$ cat config.mk
export PLATFORM = sky130hd
export DESIGN_NAME = pipelined_addsub
export DESIGN_NICKNAME = d
export VERILOG_FILES = /design/src/rtl/pipelined_addsub.sv
export SDC_FILE = /design/constraint.sdc
export NUM_CORES = 1
export LEC_CHECK = 0
export CAP_MARGIN = 20
export CORE_MARGIN = 8
export CORE_UTILIZATION = 52
export CTS_CLUSTER_DIAMETER = 80
export CTS_CLUSTER_SIZE = 24
export DETAILED_ROUTE_END_ITERATION = 8
export PLACE_DENSITY_LB_ADDON = 0.15
export SLEW_MARGIN = 30
export SYNTH_ARGS = -nofsm -noshare
export SYNTH_HDL_FRONTEND = slang
export SYNTH_SLANG_ARGS = --single-unit
$ cat constraint.sdc
create_clock -name clk -period 2.35 [get_ports clk]
set_input_delay 0.47 -clock clk [delete_from_list [all_inputs] [get_ports clk]]
set_output_delay 0.47 -clock clk [all_outputs]
set_load 0.05 [all_outputs]
$ cat src/rtl/pipelined_addsub.sv
// Pipelined WIDTH-bit adder/subtractor: carry ripples one SEG-bit segment per stage, with
// operand skew, result deskew, signed overflow and a valid/ready handshake with backpressure.
module pipelined_addsub #(
    parameter int unsigned WIDTH = 32,
    parameter int unsigned SEG   = 8
) (
    input  logic             clk,
    input  logic             reset_n,
    input  logic             in_valid,
    output logic             in_ready,
    input  logic [WIDTH-1:0] num_a,
    input  logic [WIDTH-1:0] num_b,
    input  logic             cin,
    input  logic             sub,
    output logic             out_valid,
    input  logic             out_ready,
    output logic [WIDTH-1:0] SUM,
    output logic             cout,
    output logic             ovf
);

    localparam int unsigned STAGES = WIDTH / SEG;

    // One global enable: the whole pipe advances unless a result is being held for the consumer.
    logic en;
    assign en       = out_ready || !out_valid;
    assign in_ready = en;

    for (genvar k = 0; k < STAGES; k++) begin : g_stage
        localparam int unsigned BW = WIDTH - k * SEG;

        logic             v_q;
        logic             s_q;
        logic             c_q;
        // Segments below k already hold sum bits; segment k and above still hold operand A.
        logic [WIDTH-1:0] w_q;
        // Only the B segments not yet consumed travel down the pipe.
        logic [BW-1:0]    b_q;
        logic [SEG-1:0]   b_seg;
        logic [SEG:0]     seg_sum;
        logic [WIDTH-1:0] w_nxt;

        always_comb begin
            b_seg   = b_q[SEG-1:0] ^ {SEG{s_q}};
            seg_sum = {1'b0, w_q[k*SEG +: SEG]} + {1'b0, b_seg} + {{SEG{1'b0}}, c_q};
            w_nxt   = w_q;
            w_nxt[k*SEG +: SEG] = seg_sum[SEG-1:0];
        end

        if (k == 0) begin : g_load
            always_ff @(posedge clk or negedge reset_n) begin
                if (!reset_n) begin
                    v_q <= 1'b0;
                    s_q <= 1'b0;
                    c_q <= 1'b0;
                    w_q <= '0;
                    b_q <= '0;
                end else if (en) begin
                    v_q <= in_valid;
                    s_q <= sub;
                    c_q <= cin;
                    w_q <= num_a;
                    b_q <= num_b;
                end
            end
        end else begin : g_load
            always_ff @(posedge clk or negedge reset_n) begin
                if (!reset_n) begin
                    v_q <= 1'b0;
                    s_q <= 1'b0;
                    c_q <= 1'b0;
                    w_q <= '0;
                    b_q <= '0;
                end else if (en) begin
                    v_q <= g_stage[k-1].v_q;
                    s_q <= g_stage[k-1].s_q;
                    c_q <= g_stage[k-1].seg_sum[SEG];
                    w_q <= g_stage[k-1].w_nxt;
                    b_q <= g_stage[k-1].b_q[WIDTH-(k-1)*SEG-1:SEG];
                end
            end
        end

        if (k == STAGES - 1) begin : g_out
            // Carry into the MSB is recovered from the MSB sum bit and its two addend bits.
            always_ff @(posedge clk or negedge reset_n) begin
                if (!reset_n) begin
                    out_valid <= 1'b0;
                    SUM       <= '0;
                    cout      <= 1'b0;
                    ovf       <= 1'b0;
                end else if (en) begin
                    out_valid <= v_q;
                    SUM       <= w_nxt;
                    cout      <= seg_sum[SEG];
                    ovf       <= seg_sum[SEG]
                                 ^ (w_q[WIDTH-1] ^ b_seg[SEG-1] ^ seg_sum[SEG-1]);
                end
            end
        end
    end

endmodule

==> summary.md, run 1 <==
| Metric | Value |
|---|---|
| Worst-margin pin slew | `0.510 ns` |
| Final #Nets | `between 1k and 1.5k` |
| Commonest non-fill, non-tap cell in the layout | `nand2_1` |
| Slew Limit Fails | `0` |
| #FFs+latches synth | `255` |
| Final worst-path cycle share | `0.949` |
| Critical R2R Launch | `g_stage[0].s_q` |
| Clock sink count | `255` |
| Crit path max fanout | `2` |
| Slew margin rel. | `0.659` |
| Die extent in x | `161 um` |
| Cell variety after synth | `33` |
| Clk slew on worst S/H paths | `roughly 0.09 ns` |
| Yosys warns | `0` |
| Placed cells | `1573` |
| Total of max-cap violations | `0` |
| Avg Inst Size Synth | `8.90 um^2` |
| WP data arrival | `between 2 and 3 ns` |
| Hold depth | `2` |
| CP Data Required Time | `2.75 ns` |
| Power Dens Cells | `1510 nW/um^2` |
| GP Congestion | `0.807` |
| Register area share after synthesis | `0.581` |
| Overall die height | `161 um` |
| CORE AREA | `approximately 21000 um^2` |
| Area grow syn2layout | `17.6%` |
| Die ar. | `26000 um^2` |
| Worst-Skew Late Latency | `0.47 ns` |
| DR pass1 iterations | `6` |
| Synthesized area | `11000 um^2` |
| Critical path type | `reg -> reg` |
| Vias in the first global route | `7626` |
| DRC | `0` |
| Share of the synthesized area in the top cell type | `0.581` |
| Num CTS Buffers | `15` |
| Detailed Place HPWL | `14.8 mm` |
| Max frequency | `448 MHz` |
| Reg-to-reg critical path endpoint | `g_stage[1].c_q` |
| Htree depth | `1` |
| CTS tree | `done` |
| Share of layout cells above drive strength 1 | `0.0523` |
| Final clock skew | `0.0156 ns` |
| Final min period | `2.23 ns` |
| FILL cells | `1881` |
| Vias per cell | `4.89` |
| Antenna Cells | `0` |
| Most frequent cells in the layout | `nand2_1, dfrtp_1, clkdlybuf4s50_1` |
| Maximum vdd drop | `0.000784 V` |
| Final wirelength | `21.4 mm` |
| Worst hold slack | `0.469 ns` |
| Synth top area cells | `dfrtp_1, nand2_1, ha_1` |
| Hold wc startpoint | `SUM[1]` |
| Antenna Violating Nets Remaining | `0` |
| First-pass GRT wire length | `37.1 mm` |
| Iteration-0 DRC count of the detailed router | `467` |
| Initial antenna violation count | `0` |
| Starting Density | `0.525` |
| R2R setup slack | `around 0.12 ns` |
| Non-filler instance count after layout | `between 1.5k and 2k` |
| Post-route cell area | `12900 um^2` |
| Status | `completed` |
| Min-Delay Endpoint | `SUM[1]` |
| Critical path launch point type | `flop` |
| Post-Syn Nets | `about 1.3k` |
| P_leak | `6.60 nW` |
| R2r worst-path depth | `9` |
| Synth Instances | `1233` |
| Via count | `about 8k` |
| Total GRT Usage | `0.168` |
| Clk root buf | `clkbuf_16` |
| CP Capture Type | `flop` |
| Grt total ovfl | `0` |
| Row Count | `53` |
| Most area-hungry cell type in the Yosys netlist | `dfrtp_1` |
| Ports | `106` |
| Final Setup Violations | `0` |
| Post-DR wirelength/cell | `approximately 13 um` |
| CTS Buffer Depth | `3` |
| Buffers added on ports | `105` |
| Largest net degree at the start of global routing | `between 90 and 100` |
| Final hold vios | `0` |
| Placement Cell Area | `12400 um^2` |
| RSZ-0062 raised after global routing | `true` |
| Hold crit path type | `reg -> reg` |
## registers in the layout, indices dropped and copies added, names as in the netlist
name	cells
cout	1
g_stage.v_q	4
ovf	1
g_stage.b_q	80
g_stage.s_q	4
out_valid	1
g_stage.c_q	4
g_stage.w_q	128
SUM	32
## logic make-up (layout without fill, tap and decap cells)
| group | Yosys count | in the layout | share of synthesized area |
|---|---|---|---|
| and+or+nand+nor | 722 | 722 | 0.254 |
| DFF | 255 | 255 | 0.581 |
| AOI/OAI and AO/OA | 92 | 92 | 0.0529 |
| buffers and inverters | 84 | 171 | 0.0303 |
| xor gates and xnor gates | 44 | 44 | 0.0351 |
| adders and majority gates | 36 | 36 | 0.0465 |
## power by group
group,leakage [nW],switching (mW),internal [mW]
combinational,3.33,5.57,3.88
clock,0.207,1.41,1.22
sequential,3.07,1.05,6.35
## Yosys cell counts
library cell	instances
a21oi_1	22
a21o_1	1
nor3b_1	1
or2_2	4
nor2b_1	6
o21ai_0	18
nor2_1	36
and2_4	1
xnor2_1	10
ha_1	28
o31ai_1	12
clkbuf_1	40
buf_1	6
o21ai_1	10
xor2_1	34
dfrtp_1	255
o22a_2	1
nand2b_1	9
nand3_1	1
inv_2	1
o211a_1	3
a31oi_1	4
o21a_1	9
a311oi_2	1
or3_1	3
a21boi_1	6
o2111ai_1	2
inv_1	23
a211oi_1	3
nor3_1	9
nand2_1	652
fa_1	8
buf_2	14
## critical path, stage by stage (launching register included)
cell and delay (ns):
dfrtp_1 0.40, xnor2_1 0.15, fa_2 0.36, fa_2 0.36, nand2b_1 0.17, a21boi_2 0.16
o21ai_1 0.10, a21oi_1 0.20, o21ai_0 0.09, a31oi_1 0.16
## area by class of cell
cell class / instances / area (um^2) / share of cell area
clock buffers: 16 / 389 / 0.0301
clock inverters: 3 / 36.3 / 0.00281
inverters: 24 / 97.6 / 0.00756
multi-input cells: 894 / 4330 / 0.336
flip-flops and latches: 255 / 6380 / 0.494
well taps: 275 / 344 / 0.0267
repair buffers: 128 / 1330 / 0.103
## through the flow
stage	TNS (ns)	power (mW)	worst slack, ns	utilization
after global routing	-0.0565	21.2	-0.0193	0.618
after global placement	0	16.5	0.0691	0.593
after floorplan	0	14.2	0.0333	-
final	0	19.5	0.119	0.618
after detailed placement	-0.0169	16.8	-0.0169	0.593
after CTS	0	19.5	0.00394	0.615
## per-layer routing
| layer | track usage | up-vias | wire [um] |
|---|---|---|---|
| met2 | 0.255 | 138 | 9460 |
| met4 | 0.0299 | 0 | 279 |
| met5 | 0 | - | 0 |
| met1 | 0.252 | 3657 | 10900 |
| met3 | 0.0270 | 17 | 816 |
| li1 | - | 3992 | - |
## how the worst max path moves through the flow
stage,end,cells after the start,slack [ns],start
finish,g_stage[1].c_q,9,0.12,g_stage[0].s_q
global placement,g_stage[1].c_q,9,0.07,g_stage[0].s_q
detailed placement,g_stage[1].c_q,9,-0.02,g_stage[0].s_q
floorplan,g_stage[2].c_q,10,0.03,g_stage[1].s_q
CTS,g_stage[1].w_q[6],9,0.004,g_stage[0].s_q
global route,g_stage[2].w_q[15],9,-0.02,g_stage[1].s_q
## timing repair
| action | CTS | global route |
|---|---|---|
| endpoints found under the setup margin | 1 | 9 |
| hold buffers | 1 | 0 |
| gates resized for setup | 0 | 17 |
| setup buffers | 1 | 1 |
| hold endpoints to repair | 39 | 0 |
| pin swaps | 1 | 5 |
Power figures use the tool's default switching activity.
==> run 2, diff against run 1 <==
- CTS_CLUSTER_DIAMETER: 80 -> default
==> run 2 against run 1 <==
  * Critical path depth did not move
  * Routed wire length rose by 2.6%
  * Setup slack got worse by 0.012 ns
  * Die area did not move
  * Count of clock-buffer cells in the layout rose by 24
  * Hold slack got worse by 0.021 ns
  * Via count rose by 2.1%
  * Largest cell class unchanged
==> summary.md, run 2 (synthesized netlist as in run 1, its figures left out) <==
| Metric | Value |
|---|---|
| Slew Limit Fails | `0 (unchanged)` |
| CTS Buffer Depth | `3 (unchanged)` |
| Setup TNS | `0 ns (unchanged)` |
| First-pass GRT wire length | `37.7 mm (+1.5%)` |
| Max reg flops | `128 (unchanged)` |
| Via count | `7966 (+2.1%)` |
| WP data arrival | `2.67 ns (+0.03 ns)` |
| Crit path max fanout | `9 (+7)` |
| Vias per cell | `4.90 (+0.19%)` |
| Final min period | `2.24 ns (+0.0118 ns)` |
| Area grow syn2layout | `21.5%` |
| CORE AREA | `20900 um^2 (unchanged)` |
| Final clock skew | `0.00673 ns (-0.00883 ns)` |
| DRC | `0 (unchanged)` |
| Die ar. | `26000 um^2 (unchanged)` |
| Antenna Violating Nets Remaining | `0 (unchanged)` |
| Antenna Cells | `0 (unchanged)` |
| Worst-Skew Late Latency | `0.52 ns (+0.05 ns)` |
| Ports | `106 (unchanged)` |
| Critical R2R Launch | `g_stage[1].s_q` |
| Overall die height | `161 um (unchanged)` |
| Critical path launch point type | `flop` |
| Clk slew on worst S/H paths | `0.06 ns (-0.03 ns)` |
| CP Data Required Time | `2.77 ns (+0.02 ns)` |
| Final worst-path cycle share | `0.954 (+0.00501)` |
| Most frequent cells in the layout | `nand2_1, dfrtp_1, clkdlybuf4s50_1` |
| Reg with most FFs | `g_stage.w_q` |
| Post-route cell area | `13300 um^2 (+3.3%)` |
| Status | `completed` |
| Slew margin rel. | `0.660 (+0.000806)` |
| Placement Cell Area | `12400 um^2 (unchanged)` |
| Starting Density | `0.525 (unchanged)` |
| Final hold vios | `0 (unchanged)` |
| Final Setup Violations | `0 (unchanged)` |
| Pwr Total | `20.8 mW (+7.0%)` |
| Commonest non-fill, non-tap cell in the layout | `nand2_1` |
| Final worst setup slack | `0.107 ns (-0.0118 ns)` |
| Row Count | `53 (unchanged)` |
| Share of layout cells above drive strength 1 | `0.0704 (+0.0181)` |
| Initial antenna violation count | `0 (unchanged)` |
| Critical path type | `reg -> reg` |
| Clk root buf | `clkbuf_16` |
| Dpl ws | `-0.0169 ns (unchanged)` |
| Vias in the first global route | `7798 (+2.3%)` |
| Largest regs | `g_stage.w_q (128), g_stage.b_q (80), SUM (32)` |
| Post-DR wirelength/cell | `13.5 um (+0.68%)` |
| Total of max-cap violations | `0 (unchanged)` |
| GP Congestion | `0.807 (unchanged)` |
| Hold crit path type | `in -> async` |
| Grt total ovfl | `0 (unchanged)` |
| Max frequency | `446 MHz (-0.53%)` |
| Die extent in x | `161 um (unchanged)` |
| Power Dens Cells | `1560 nW/um^2 (+3.6%)` |
| Non-filler instance count after layout | `1625 (+1.9%)` |
| Maximum vdd drop | `0.000620 V (-21%)` |
| Final wirelength | `22.0 mm (+2.6%)` |
| Iteration-0 DRC count of the detailed router | `526 (+13%)` |
| Buffers added on ports | `105 (unchanged)` |
| Num CTS Buffers | `26 (+11)` |
| Final #Nets | `1436 (+0.84%)` |
| CP Capture Type | `flop` |
| Placed cells | `1573 (unchanged)` |
| R2R setup slack | `0.11 ns (about the same)` |
| Largest net degree at the start of global routing | `98 (unchanged)` |
| Worst setup path start | `g_stage[1].s_q` |
| P_leak | `6.82 nW (+3.3%)` |
| Worst-margin pin slew | `0.509 ns (-0.00121 ns)` |
| FILL cells | `1844 (-2.0%)` |
| Htree depth | `1 (unchanged)` |
| Clock sink count | `255 (unchanged)` |
| CTS tree | `done` |
| Total GRT Usage | `0.170 (+0.00274)` |
| Detailed Place HPWL | `14.8 mm (unchanged)` |
| DR pass1 iterations | `5 (-1)` |
## run 2: cell types whose count changed in the layout (fill, tap and decap cells not counted), moves of 4 or more
cell | previous run | this run
clkbuf_1 | 0 | 8
clkbuf_16 | 15 | 27
clkbuf_8 | 1 | 5
clkinv_2 | 0 | 7
## run 2: area by class of cell
| class | instances | area [um^2] | share of cell area |
|---|---|---|---|
| flip-flops and latches | 255 | 6380 | 0.479 |
| multi-input cells | 894 | 4360 | 0.327 |
| repair buffers | 129 | 1340 | 0.100 |
| clock buffers | 40 | 774 | 0.0581 |
| well taps | 275 | 344 | 0.0258 |
| inverters | 24 | 97.6 | 0.00732 |
| clock inverters | 8 | 42.5 | 0.00319 |
## run 2: layer usage
layer,track usage,share of wire,vias up
met5,0,0,-
met4,0.0349,0.010,0
met3,0.0305,0.047,18
met2,0.258,0.45,162
met1,0.253,0.49,3756
li1,-,-,4030
## run 2: repair_timing
item,4_1_cts,5_1_grt
setup buffers,1,2
setup endpoints to repair,1,8
pin swaps,1,9
hold buffers,1,0
endpoints found under the hold margin,39,0
gates resized for setup,0,21
## run 2: path summary, 6_finish.rpt
check                                      to  cells past startpoint
min in group clk                       SUM[1]                      2
min                                   SUM[26]                      2
max reg2reg                g_stage[2].w_q[15]                      9
max in group asynchronous  g_stage[0].b_q[11]                      3
max                        g_stage[2].w_q[15]                      9
min reg2reg                            SUM[1]                      2
## run 2: per-stage QoR
step | util | hold WS [ns]
after detailed placement | 0.593 | 0.400
after floorplan | - | 0.174
after CTS | 0.633 | 0.439
after global placement | 0.593 | 0.396
after global routing | 0.638 | 0.474
final | 0.638 | 0.448
## run 2: power breakdown
part	internal, mW	switching, mW
clock	2.26	1.62
sequential	6.37	1.07
combinational	3.92	5.61
total	12.5	8.30
## run 2: worst max-delay path, cell delays in order, from the launching register on
cell and delay (ns):
dfrtp_1 0.39, buf_4 0.20, xor2_2 0.19, ha_1 0.27, nor2b_1 0.12, o21ai_1 0.16, a21boi_1 0.13, o211a_1 0.26
o21a_1 0.19, o31ai_2 0.22
